## config.mk

```make
export PLATFORM = sky130hd
export DESIGN_NAME = memaccess_unit
export DESIGN_NICKNAME = d
export VERILOG_FILES = /design/src/rtl/memaccess_unit.sv
export SDC_FILE = /design/constraint.sdc
export NUM_CORES = 1
export LEC_CHECK = 0
export ABC_AREA = 1
export ABC_CLOCK_PERIOD_IN_PS = 4350
export CORE_MARGIN = 2
export CORE_UTILIZATION = 65
export CTS_CLUSTER_DIAMETER = 80
export DETAILED_ROUTE_END_ITERATION = 8
export DONT_BUFFER_PORTS = 1
export PLACE_DENSITY = 0.84
export RECOVER_POWER = 100
export SYNTH_ARGS = -nofsm -noshare
export SYNTH_HDL_FRONTEND = slang
export SYNTH_SLANG_ARGS = --single-unit
```

## constraint.sdc

```tcl
create_clock -name clock -period 4.35 [get_ports clock]
set_input_delay 1.305 -clock clock [delete_from_list [all_inputs] [get_ports clock]]
set_output_delay 1.305 -clock clock [all_outputs]
set_load 0.005 [all_outputs]
```

## src/rtl/memaccess_unit.sv

```systemverilog
// rtl/memaccess_unit.sv - LC-3 memory-access stage: sequences direct/indirect loads and stores onto the data-memory port
//
// Purpose: accepts one load/store request at a time over req_valid/req_ready,
// walks the data-memory port through pointer fetch, data fetch and write
// phases, and returns the load data (or a write completion) over
// rsp_valid/rsp_ready. Memory reads take RD_LAT cycles (1..8).
//
// Ports:
//   clock, reset            clock; asynchronous active-high reset
//   req_valid/req_ready     request handshake (ready only in IDLE)
//   req_op                  00 READ, 01 READ_INDIR, 10 WRITE, 11 WRITE_INDIR
//   req_addr, req_data      effective address and store data
//   rsp_valid/rsp_ready     response handshake
//   memout                  load data, 0 after a write
//   busy                    high in every state except IDLE
//   DMem_en/DMem_rd         access strobe, 1 = read / 0 = write
//   DMem_addr/DMem_din      memory address and write data
//   DMem_dout               memory read data
//
// Build option: MEMACCESS_TRISTATE_EN releases DMem_addr, DMem_din and DMem_rd
// to z whenever the unit is not accessing memory (shared bus); otherwise
// they are driven 0 at those times.

module memaccess_unit #(
    parameter int DATA_W = 16,
    parameter int ADDR_W = 16,
    parameter int RD_LAT = 1
) (
    input  logic              clock,
    input  logic              reset,
    input  logic              req_valid,
    output logic              req_ready,
    input  logic [1:0]        req_op,
    input  logic [ADDR_W-1:0] req_addr,
    input  logic [DATA_W-1:0] req_data,
    output logic              rsp_valid,
    input  logic              rsp_ready,
    output logic [DATA_W-1:0] memout,
    output logic              busy,
    output logic              DMem_en,
    output logic              DMem_rd,
    output logic [ADDR_W-1:0] DMem_addr,
    output logic [DATA_W-1:0] DMem_din,
    input  logic [DATA_W-1:0] DMem_dout
);

    generate
        if (RD_LAT < 1 || RD_LAT > 8) begin : g_bad_rd_lat
            $error("memaccess_unit: RD_LAT must be in 1..8");
        end
    endgenerate

    localparam int CNT_W = $clog2(RD_LAT + 1);
    localparam logic [CNT_W-1:0] CNT_LAST = CNT_W'(RD_LAT - 1);

    typedef enum logic [2:0] {
        IDLE,
        RD_PTR,
        RD_DATA,
        WR,
        RESP
    } state_t;

    state_t            state;
    state_t            state_n;
    logic              is_write;
    logic [ADDR_W-1:0] addr_q;
    logic [DATA_W-1:0] data_q;
    logic [DATA_W-1:0] memout_q;
    logic [CNT_W-1:0]  cnt;
    logic              phase_last;
    logic              bus_act;
    logic              rd_i;
    logic [ADDR_W-1:0] ptr_val;

    assign phase_last = (cnt == CNT_LAST);

    // Fetched pointer: low ADDR_W bits of the word, zero-extended if narrower.
    generate
        if (DATA_W >= ADDR_W) begin : g_ptr_trunc
            assign ptr_val = DMem_dout[ADDR_W-1:0];
        end else begin : g_ptr_zext
            assign ptr_val = {{(ADDR_W - DATA_W){1'b0}}, DMem_dout};
        end
    endgenerate

    always_ff @(posedge clock or posedge reset) begin
        if (reset) begin
            state <= IDLE;
        end else begin
            state <= state_n;
        end
    end

    // Datapath registers. The counter is cleared on leaving each read phase
    // and while idle, so every phase starts counting from 0.
    always_ff @(posedge clock or posedge reset) begin
        if (reset) begin
            is_write <= 1'b0;
            addr_q   <= '0;
            data_q   <= '0;
            memout_q <= '0;
            cnt      <= '0;
        end else begin
            case (state)
                IDLE: begin
                    cnt <= '0;
                    if (req_valid) begin
                        is_write <= req_op[1];
                        addr_q   <= req_addr;
                        data_q   <= req_data;
                    end
                end
                RD_PTR: begin
                    if (phase_last) begin
                        addr_q <= ptr_val;
                        cnt    <= '0;
                    end else begin
                        cnt <= cnt + 1'b1;
                    end
                end
                RD_DATA: begin
                    if (phase_last) begin
                        memout_q <= DMem_dout;
                        cnt      <= '0;
                    end else begin
                        cnt <= cnt + 1'b1;
                    end
                end
                WR: begin
                    memout_q <= '0;
                end
                default: begin
                end
            endcase
        end
    end

    always_comb begin
        state_n   = state;
        req_ready = 1'b0;
        busy      = 1'b1;
        rsp_valid = 1'b0;
        DMem_en   = 1'b0;
        rd_i      = 1'b0;
        bus_act   = 1'b0;
        case (state)
            IDLE: begin
                req_ready = 1'b1;
                busy      = 1'b0;
                if (req_valid) begin
                    case (req_op)
                        2'b00:   state_n = RD_DATA;
                        2'b10:   state_n = WR;
                        default: state_n = RD_PTR;
                    endcase
                end
            end
            RD_PTR: begin
                DMem_en = 1'b1;
                rd_i    = 1'b1;
                bus_act = 1'b1;
                if (phase_last) begin
                    state_n = is_write ? WR : RD_DATA;
                end
            end
            RD_DATA: begin
                DMem_en = 1'b1;
                rd_i    = 1'b1;
                bus_act = 1'b1;
                if (phase_last) begin
                    state_n = RESP;
                end
            end
            WR: begin
                DMem_en = 1'b1;
                bus_act = 1'b1;
                state_n = RESP;
            end
            RESP: begin
                rsp_valid = 1'b1;
                if (rsp_ready) begin
                    state_n = IDLE;
                end
            end
            default: begin
                state_n = IDLE;
            end
        endcase
    end

    assign memout = memout_q;

`ifdef MEMACCESS_TRISTATE_EN
    assign DMem_addr = bus_act ? addr_q : {ADDR_W{1'bz}};
    assign DMem_din  = bus_act ? data_q : {DATA_W{1'bz}};
    assign DMem_rd   = bus_act ? rd_i : 1'bz;
`else
    assign DMem_addr = bus_act ? addr_q : '0;
    assign DMem_din  = bus_act ? data_q : '0;
    assign DMem_rd   = bus_act ? rd_i : 1'b0;
`endif

endmodule

```

==> results.yml, run 1 <==
synthesis:
  synth_edf_count: 0
  syn_nets: 398
  ys.flop_type: "dfrtp_1"
  synth.avg_cell_area_sq_um: 7.85
  synth_cell_types: 20
  synthesis.area_sq_um: 2700
  synth_top_area_cell: "dfrtp_1"
  yosysTopAreaCellShare: 0.482
  syn_inst: 344
  yosysMostFrequentCell: "nand2_1"
  ys_seq_elements: 52
  synth_area_leaders: "dfrtp_1 48%, nand2_1 14%, nor2_1 6.5%"
  netlist_top_cells_count: "100 x nand2_1, 52 x dfrtp_1, 47 x nor2_1"
  yosysWarnings: 0
  async_flop_share: 1.00
  ys_seq_area_frac: 0.482
pwr:
  p_leak_nw: 1.48
  p_per_area_nw_per_um2: 752
  vdd_ir_drop_max_mv: 0.401
worst_setup_path:
  reg2reg_slack_ns: 1.07
  start_kind: "register"
  end_kind: "register"
  max_stage_delay_ns: 1.26
  r2r_end: "addr_q[9]$_DFFE_PP0P_"
  cp_slowest_cell: "nand3_1"
  path_depth: 5
  crit_chain: "nor2_1, nand3_1, nand2_4, nand2_1, nand2_1"
  r2r_start: "state[0]$_DFFE_PP0P_"
  required_ns: 4.58
  crit_top_cell: "nand2_1"
  crit_fanout: 51
  path_class: "reg -> reg"
  crit_family: "simple AND/OR/NAND/NOR gates"
  cp_num_buf_inv: 0
  crit_arrival_ns: 3.51
  r2r_cells: 5
detailed_routing:
  drt-initial-drc-count: 89
  dr_total_vias: 2096
  post_drt_wl_per_cell_um: 14.4
  drc_errors: 0
  via_per_inst: 5.50
  routed_wl_mm: 5.48
  drtPass1Iterations: 5
  ant_nets: 0
floorplanning:
  core_sq_um: 4000
  die_area_sq_um: 4680
  pin_count: 107
  dieWidth_um: 68.4
  die_y_um: 68.4
  initial_core_util: 0.675
  rows: 23
cells_and_area:
  layout.nets: 384
  drive_above_1_share: 0.0423
  stdcell_area_sq_um: 2650
  diodes: 0
  syn2layout_area_growth_pct: -1.99
  nFillCells: 343
clock_network:
  clkTransAtPathRegs_ns: 0.09
  cts_sinks: 52
  cts_resized: 0
  cts_buffers: 5
  cts_htree_levels: 2
  post_cts_buffers: 0
  clock_latency_ns: 0.30
  hold_buffers: 0
  clock_tree.root_cell: "clkbuf_8"
  cts_tree: "built"
  clockBufferDepth: 2
sta:
  tns_ns: 0
  setup_viol: 0
  fin_skew_ns: 0.0114
  finalHoldViolCount: 0
  worst_pin_slew_ns: 1.84
  grt_setup_unrepaired: "false"
  slew_headroom: -0.230
  fin_crit_ns: 3.28
  fmax_mhz: 305
  final-max-slew-violation-count: 105
  fin_crit_sh: 0.755
min_path:
  min-delay-start: "addr_q[0]$_DFFE_PP0P_"
  hp-class: "reg -> reg"
  hold-path-endpoint: "addr_q[0]$_DFFE_PP0P_"
  whs_path_depth: 2
placement:
  post-dp-hpwl_mm: 3.84
  dpl_cell_area_sq_um: 2570
  place.gp.congestion: 0.817
  port_buffers: 0
global_route:
  grt_pass1_wl_mm: 8.31
  grt-ovfl-total: 0
  antenna_found_initial: 0
  grt_pass1_vias: 1865
  grt_use_total: 0.237
  grt_max_degree: 53
outcome:
  status: "complete, but fails checks"
  failed_checks: "capacitance limit, slew limit"
job:
  maxCapViolations: 2
[final cells by class]
class | instances | area, sq um | share of cell area
clock buffers | 6 | 72.6 | 0.0274
multi-input cells | 229 | 1020 | 0.384
clock inverters | 2 | 35.0 | 0.0132
well taps | 50 | 62.6 | 0.0237
flip-flops and latches | 52 | 1300 | 0.492
inverters | 42 | 158 | 0.0596
[flip-flops by register name (all words and copies together) (netlist names)]
| register | flops |
|---|---|
| data_q | 16 |
| memout | 16 |
| is_write | 1 |
| addr_q | 16 |
| state | 3 |
[power by group]
part | leakage (nW) | switching [mW] | internal [mW]
combinational | 0.796 | 0.578 | 0.241
sequential | 0.626 | 0.141 | 0.709
clock | 0.0552 | 0.150 | 0.171
[per-stage QoR]
step	total power, mW	hold WS, ns	std cells	setup WS (ns)	util
after global routing	2.19	0.540	381	0.634	0.661
after floorplan	1.65	0.459	344	1.79	-
final	1.99	0.515	381	1.07	0.661
after CTS	2.02	0.519	381	1.19	0.669
after global placement	1.66	0.492	373	1.60	0.642
after detailed placement	1.70	0.492	373	1.53	0.642
[worst min-delay path, stage by stage (launching register included)]
cell	delay, ns
dfrtp_1	0.36
nand3_1	0.07
nand2_1	0.06
[kinds of logic after synthesis]
kind of cell,after synthesis,synth area share
simple gates,209,0.350
buf+inv,63,0.130
flops,52,0.482
compound gates,20,0.0380
[worst max path at each step]
| stage | startpoint | to |
|---|---|---|
| floorplan | reset | addr_q[0]$_DFFE_PP0P_ |
| global placement | state[1]$_DFFE_PP0P_ | DMem_rd |
| detailed placement | state[0]$_DFFE_PP0P_ | DMem_addr[1] |
| CTS | state[0]$_DFFE_PP0P_ | DMem_addr[1] |
| global route | state[0]$_DFFE_PP0P_ | addr_q[5]$_DFFE_PP0P_ |
| finish | state[0]$_DFFE_PP0P_ | addr_q[9]$_DFFE_PP0P_ |
[metal layers]
metal | wire length, um | share of wire | GRT usage
met3 | 568 | 0.10 | 0.0938
met1 | 2290 | 0.42 | 0.298
met2 | 2570 | 0.47 | 0.377
met5 | 0 | 0 | 0
met4 | 51 | 0.0093 | 0.0675
[placed cells by master, fill, tap and decap left out, drive strengths merged]
master and n:
nand3 35, o21ai 2, bufinv 1, nand3b 2
a21oi 17, clkbuf 6, inv 42, nor2 53
o211ai 1, nand2 102, nand4 17, clkinv 1
dfrtp 52
Power figures use the tool's default switching activity.
==> run 2: changes to the inputs <==
Settings changed: ABC_CLOCK_PERIOD_IN_PS 4350 to 3400, CORE_UTILIZATION 65 to 63, PLACE_DENSITY 0.84 to 0.82.
Clock period 4.35 ns to 3.4 ns, I/O delays scaled along.
==> run 2 against run 1 <==
Against the previous run: the flow still finishes with violations (capacitance limit, slew limit); via count fell by 0.14%; combinational power grew 31%; sequential share of layout area fell by 0.28 points; core utilization shrank 0.57 points; clock-buffer cell count did not move; total power is 28% higher.
==> results.yml, run 2 (synthesized netlist as in run 1, its figures left out) <==
sta:
  fmax_mhz: 345
  slew_headroom: -0.245
  fin_skew_ns: 0.00601
  fin_crit_sh: 0.854
  worst_pin_slew_ns: 1.87
  grt_setup_unrepaired: "false"
  fin_crit_ns: 2.90
  finalHoldViolCount: 0
  tns_ns: 0
  setup_viol: 0
  final-max-slew-violation-count: 53
clock_network:
  cts_tree: "built"
  clock_tree.root_cell: "clkbuf_8"
  cts_htree_levels: 2
  clock_latency_ns: 0.30
  post_cts_buffers: 0
  clkTransAtPathRegs_ns: 0.09
  cts_resized: 0
  hold_buffers: 0
  clockBufferDepth: 2
  cts_buffers: 5
  cts_sinks: 52
detailed_routing:
  dr_total_vias: 2093
  drc_errors: 0
  drt-initial-drc-count: 156
  drtPass1Iterations: 5
  routed_wl_mm: 5.60
  ant_nets: 0
  post_drt_wl_per_cell_um: 14.7
  via_per_inst: 5.48
cells_and_area:
  final_common_cell: "nand2_1"
  syn2layout_area_growth_pct: -1.44
  diodes: 0
  layout.nets: 385
  layout_common_cells: "101 x nand2_1, 52 x dfrtp_1, 51 x nor2_1"
  drive_above_1_share: 0.0452
  final_util: 0.656
floorplanning:
  die_area_sq_um: 4820
  pin_count: 107
  initial_core_util: 0.665
  dieWidth_um: 69.5
  rows: 23
  core_sq_um: 4060
  die_y_um: 69.5
global_route:
  antenna_found_initial: 0
  grt_use_total: 0.244
  grt_pass1_wl_mm: 9.44
  grt_max_degree: 53
  grt-ovfl-total: 0
  grt_pass1_vias: 2034
worst_setup_path:
  reg2reg_slack_ns: 1.03
  required_ns: 2.38
  crit_fanout: 33
  start_kind: "register"
  crit_top_cell: "nor2_1"
  crit_family: "simple AND/OR/NAND/NOR gates"
  end_kind: "primary output"
  cp_slowest_cell: "nor2_1"
  cp_num_buf_inv: 2
  path_class: "reg -> out"
  max_stage_delay_ns: 0.40
  crit_arrival_ns: 1.88
  crit_chain: "buf_4, nor2_1, inv_1, nand2_4, nor2_1"
job:
  maxCapViolations: 1
pwr:
  vdd_ir_drop_max_mv: 0.628
  p_per_area_nw_per_um2: 957
  p_leak_nw: 1.48
  power_mw: 2.54
min_path:
  hp-class: "reg -> reg"
placement:
  port_buffers: 0
  post-dp-hpwl_mm: 3.96
  place.gp.congestion: 0.818
outcome:
  failed_checks: "capacitance limit, slew limit"
  status: "complete, but fails checks"
-- run 2: changes by cell type in the layout (fill, tap and decap cells not counted) --
cell	change
nand2_4	-1
o21ai_1	+1
nor2_2	+1
nand3_4	+1
buf_4	+1
o21ai_0	-1
nand3_1	-1
inv_2	-1
nor2_1	-1
nand2_1	+1
inv_1	+1
-- run 2: area by class of cell --
cell class / instances / area (sq um)
Clock buffer: 6 / 72.6
Clock inverter: 2 / 35.0
Fill cell: 366 / 1400
Inverter: 42 / 158
Multi-Input combinational cell: 229 / 1020
Sequential cell: 52 / 1300
Tap cell: 50 / 62.6
Timing Repair Buffer: 1 / 7.51
-- run 2: report_power, final --
group          internal [mW]  total [mW]  switching, mW
registers              0.907        1.06          0.155
logic                  0.307        1.07          0.767
clock network          0.218       0.409          0.190
total                   1.43        2.54           1.11
-- run 2: tightest hold or removal path, stage by stage, from the launching register on --
cell     delay (ns)
dfrtp_1        0.35
nand3_1        0.07
nand2_1        0.06
-- run 2: worst paths after layout --
path                                           to  depth (start not counted)             startpoint
setup reg to reg            addr_q[7]$_DFFE_PP0P_                          6   state[0]$_DFFE_PP0P_
min in group asynchronous  memout[13]$_DFFE_PP0P_                          1                  reset
max in group asynchronous  memout[10]$_DFFE_PP0P_                          1                  reset
hold / removal              addr_q[3]$_DFFE_PP0P_                          2  addr_q[3]$_DFFE_PP0P_
hold reg to reg             addr_q[3]$_DFFE_PP0P_                          2  addr_q[3]$_DFFE_PP0P_
setup / recovery                      DMem_din[3]                          5   state[0]$_DFFE_PP0P_
-- run 2: layer usage --
metal	global-route usage	wire, um	vias up
met1	0.347	2510	952
met3	0.0799	447	13
met4	0.0763	102	0
met5	0	0	-
met2	0.357	2550	87
li1	-	-	1041
-- run 2: metrics by stage --
step | instances | area [sq um] | hold WS, ns | setup slack, ns
3_5_place_dp | 374 | 2570 | 0.493 | 0.926
6_report | 382 | 2660 | 0.515 | 0.498
5_1_grt | 382 | 2660 | 0.536 | 0.345
4_1_cts | 382 | 2680 | 0.519 | 0.589
3_3_place_gp | 374 | 2570 | 0.477 | 0.998
2_1_floorplan | 344 | 2700 | 0.459 | 1.12
==> run 3: changes to the inputs <==
==> constraint.sdc (replaced) <==
create_clock -name clock -period 3.4 [get_ports clock]
set_input_delay 1.02 -clock clock [delete_from_list [all_inputs] [get_ports clock]]
set_output_delay 1.02 -clock clock [all_outputs]
set_load 0.05 [all_outputs]
==> run 3 against run 2 <==
Against the previous run: the flow still finishes with violations (capacitance limit, slew limit); die area stayed put; critical path depth stayed put; critical endpoint is now DMem_rd; cell count is 8.1% higher; first-iteration DRC count is 15% higher; clock-buffer cell count is 1 higher; final area is 6.1% higher; register-to-register slack better by 0.17 ns; wire length is 4.7% higher.
==> results.yml, run 3 (synthesized netlist as in run 1, its figures left out) <==
min_path:
  hp-class: "reg -> reg"
floorplanning:
  pin_count: 107
  core_sq_um: 4060
  die_area_sq_um: 4820
  rows: 23
  dieWidth_um: 69.5
  initial_core_util: 0.665
  die_y_um: 69.5
job:
  maxCapViolations: 1
worst_setup_path:
  cp_slowest_cell: "dfrtp_1"
  max_stage_delay_ns: 0.37
  start_kind: "register"
  reg2reg_slack_ns: 1.20
  path_class: "reg -> out"
  crit_fanout: 20
  crit_family: "buffers and inverters"
  crit_arrival_ns: 2.04
  end_kind: "primary output"
  cp_num_buf_inv: 3
  crit_chain: "inv_2, nor2_4, inv_1, o21ai_0, buf_4"
  required_ns: 2.38
cells_and_area:
  layout.nets: 417
  drive_above_1_share: 0.135
  nFillCells: 375
  layout_common_cells: "101 x nand2_1, 52 x dfrtp_1, 48 x nor2_1"
  final_cells: 413
  syn2layout_area_growth_pct: 4.59
  stdcell_area_sq_um: 2820
  diodes: 0
  final_common_cell: "nand2_1"
clock_network:
  cts_sinks: 52
  cts_buffers: 5
  post_cts_buffers: 0
  cts_tree: "built"
  cts_resized: 0
  clockBufferDepth: 2
  hold_buffers: 0
  clock_tree.root_cell: "clkbuf_8"
  clock_latency_ns: 0.30
  cts_htree_levels: 2
  clkTransAtPathRegs_ns: 0.09
sta:
  grt_setup_unrepaired: "false"
  setup_viol: 0
  fmax_mhz: 327
  slew_headroom: -0.228
  worst_pin_slew_ns: 1.84
  finalHoldViolCount: 0
  final-max-slew-violation-count: 53
  fin_crit_ns: 3.06
  fin_crit_sh: 0.901
  tns_ns: 0
  fin_skew_ns: 0.00377
global_route:
  grt_max_degree: 53
  grt-ovfl-total: 0
  antenna_found_initial: 0
  grt_use_total: 0.255
  grt_pass1_vias: 2078
  grt_pass1_wl_mm: 9.87
detailed_routing:
  dr_total_vias: 2216
  drtPass1Iterations: 4
  via_per_inst: 5.37
  post_drt_wl_per_cell_um: 14.2
  ant_nets: 0
  drt-initial-drc-count: 180
  drc_errors: 0
  routed_wl_mm: 5.87
placement:
  port_buffers: 0
  place.gp.congestion: 0.845
  post-dp-hpwl_mm: 4.29
  placed_cells: 406
  dpl_cell_area_sq_um: 2820
outcome:
  failed_checks: "capacitance limit, slew limit"
  status: "complete, but fails checks"
-- run 3: changes by cell type in the layout (fill, tap and decap cells not counted), sizes merged --
cell	previous run	this run
bufinv	1	0
buf	1	4
clkbuf	6	36
clkinv	1	0
-- run 3: cell type report --
class / instances / area [sq um] / share of cell area
repair buffers: 33 / 174 / 0.0616
inverters: 42 / 158 / 0.0559
clock buffers: 7 / 96.3 / 0.0341
flip-flops and latches: 52 / 1300 / 0.461
multi-input cells: 229 / 1030 / 0.365
well taps: 50 / 62.6 / 0.0222
-- run 3: metal layers --
metal  global-route usage  vias up  share of wire
li1                     -     1105              -
met1                0.352     1002           0.42
met2                0.395       98           0.47
met3               0.0814       11          0.094
met4               0.0654        0          0.017
met5                    0        -              0
-- run 3: worst paths after layout --
check	startpoint	cells after the start	end
worst max register to register	state[2]$_DFFE_PP0P_	5	addr_q[2]$_DFFE_PP0P_
worst min register to register	addr_q[4]$_DFFE_PP0P_	2	addr_q[4]$_DFFE_PP0P_
min in group asynchronous	reset	1	data_q[1]$_DFFE_PP0P_
worst min-delay path	addr_q[4]$_DFFE_PP0P_	2	addr_q[4]$_DFFE_PP0P_
worst max-delay path	state[1]$_DFFE_PP0P_	5	DMem_rd
max in group asynchronous	reset	1	addr_q[2]$_DFFE_PP0P_
-- run 3: through the flow --
stage / hold slack (ns) / setup WS [ns] / utilization
floorplan: 0.459 / 0.502 / -
global placement: 0.476 / 0.812 / 0.694
detailed placement: 0.495 / 0.760 / 0.694
CTS: 0.516 / 0.419 / 0.718
global route: 0.532 / 0.169 / 0.696
finish: 0.514 / 0.338 / 0.696
-- run 3: worst reg2reg max path: stages, from the launching register on --
cell and delay, ns:
dfrtp_1 0.46, inv_2 0.37, nand3_4 0.50, nand2_1 0.59, nand2_1 0.14, nand2_1 0.08
Power of run 3 is left out: the tool's default activity adds up to more than one toggle a clock period on the data nets, which glitch-free logic cannot reach.
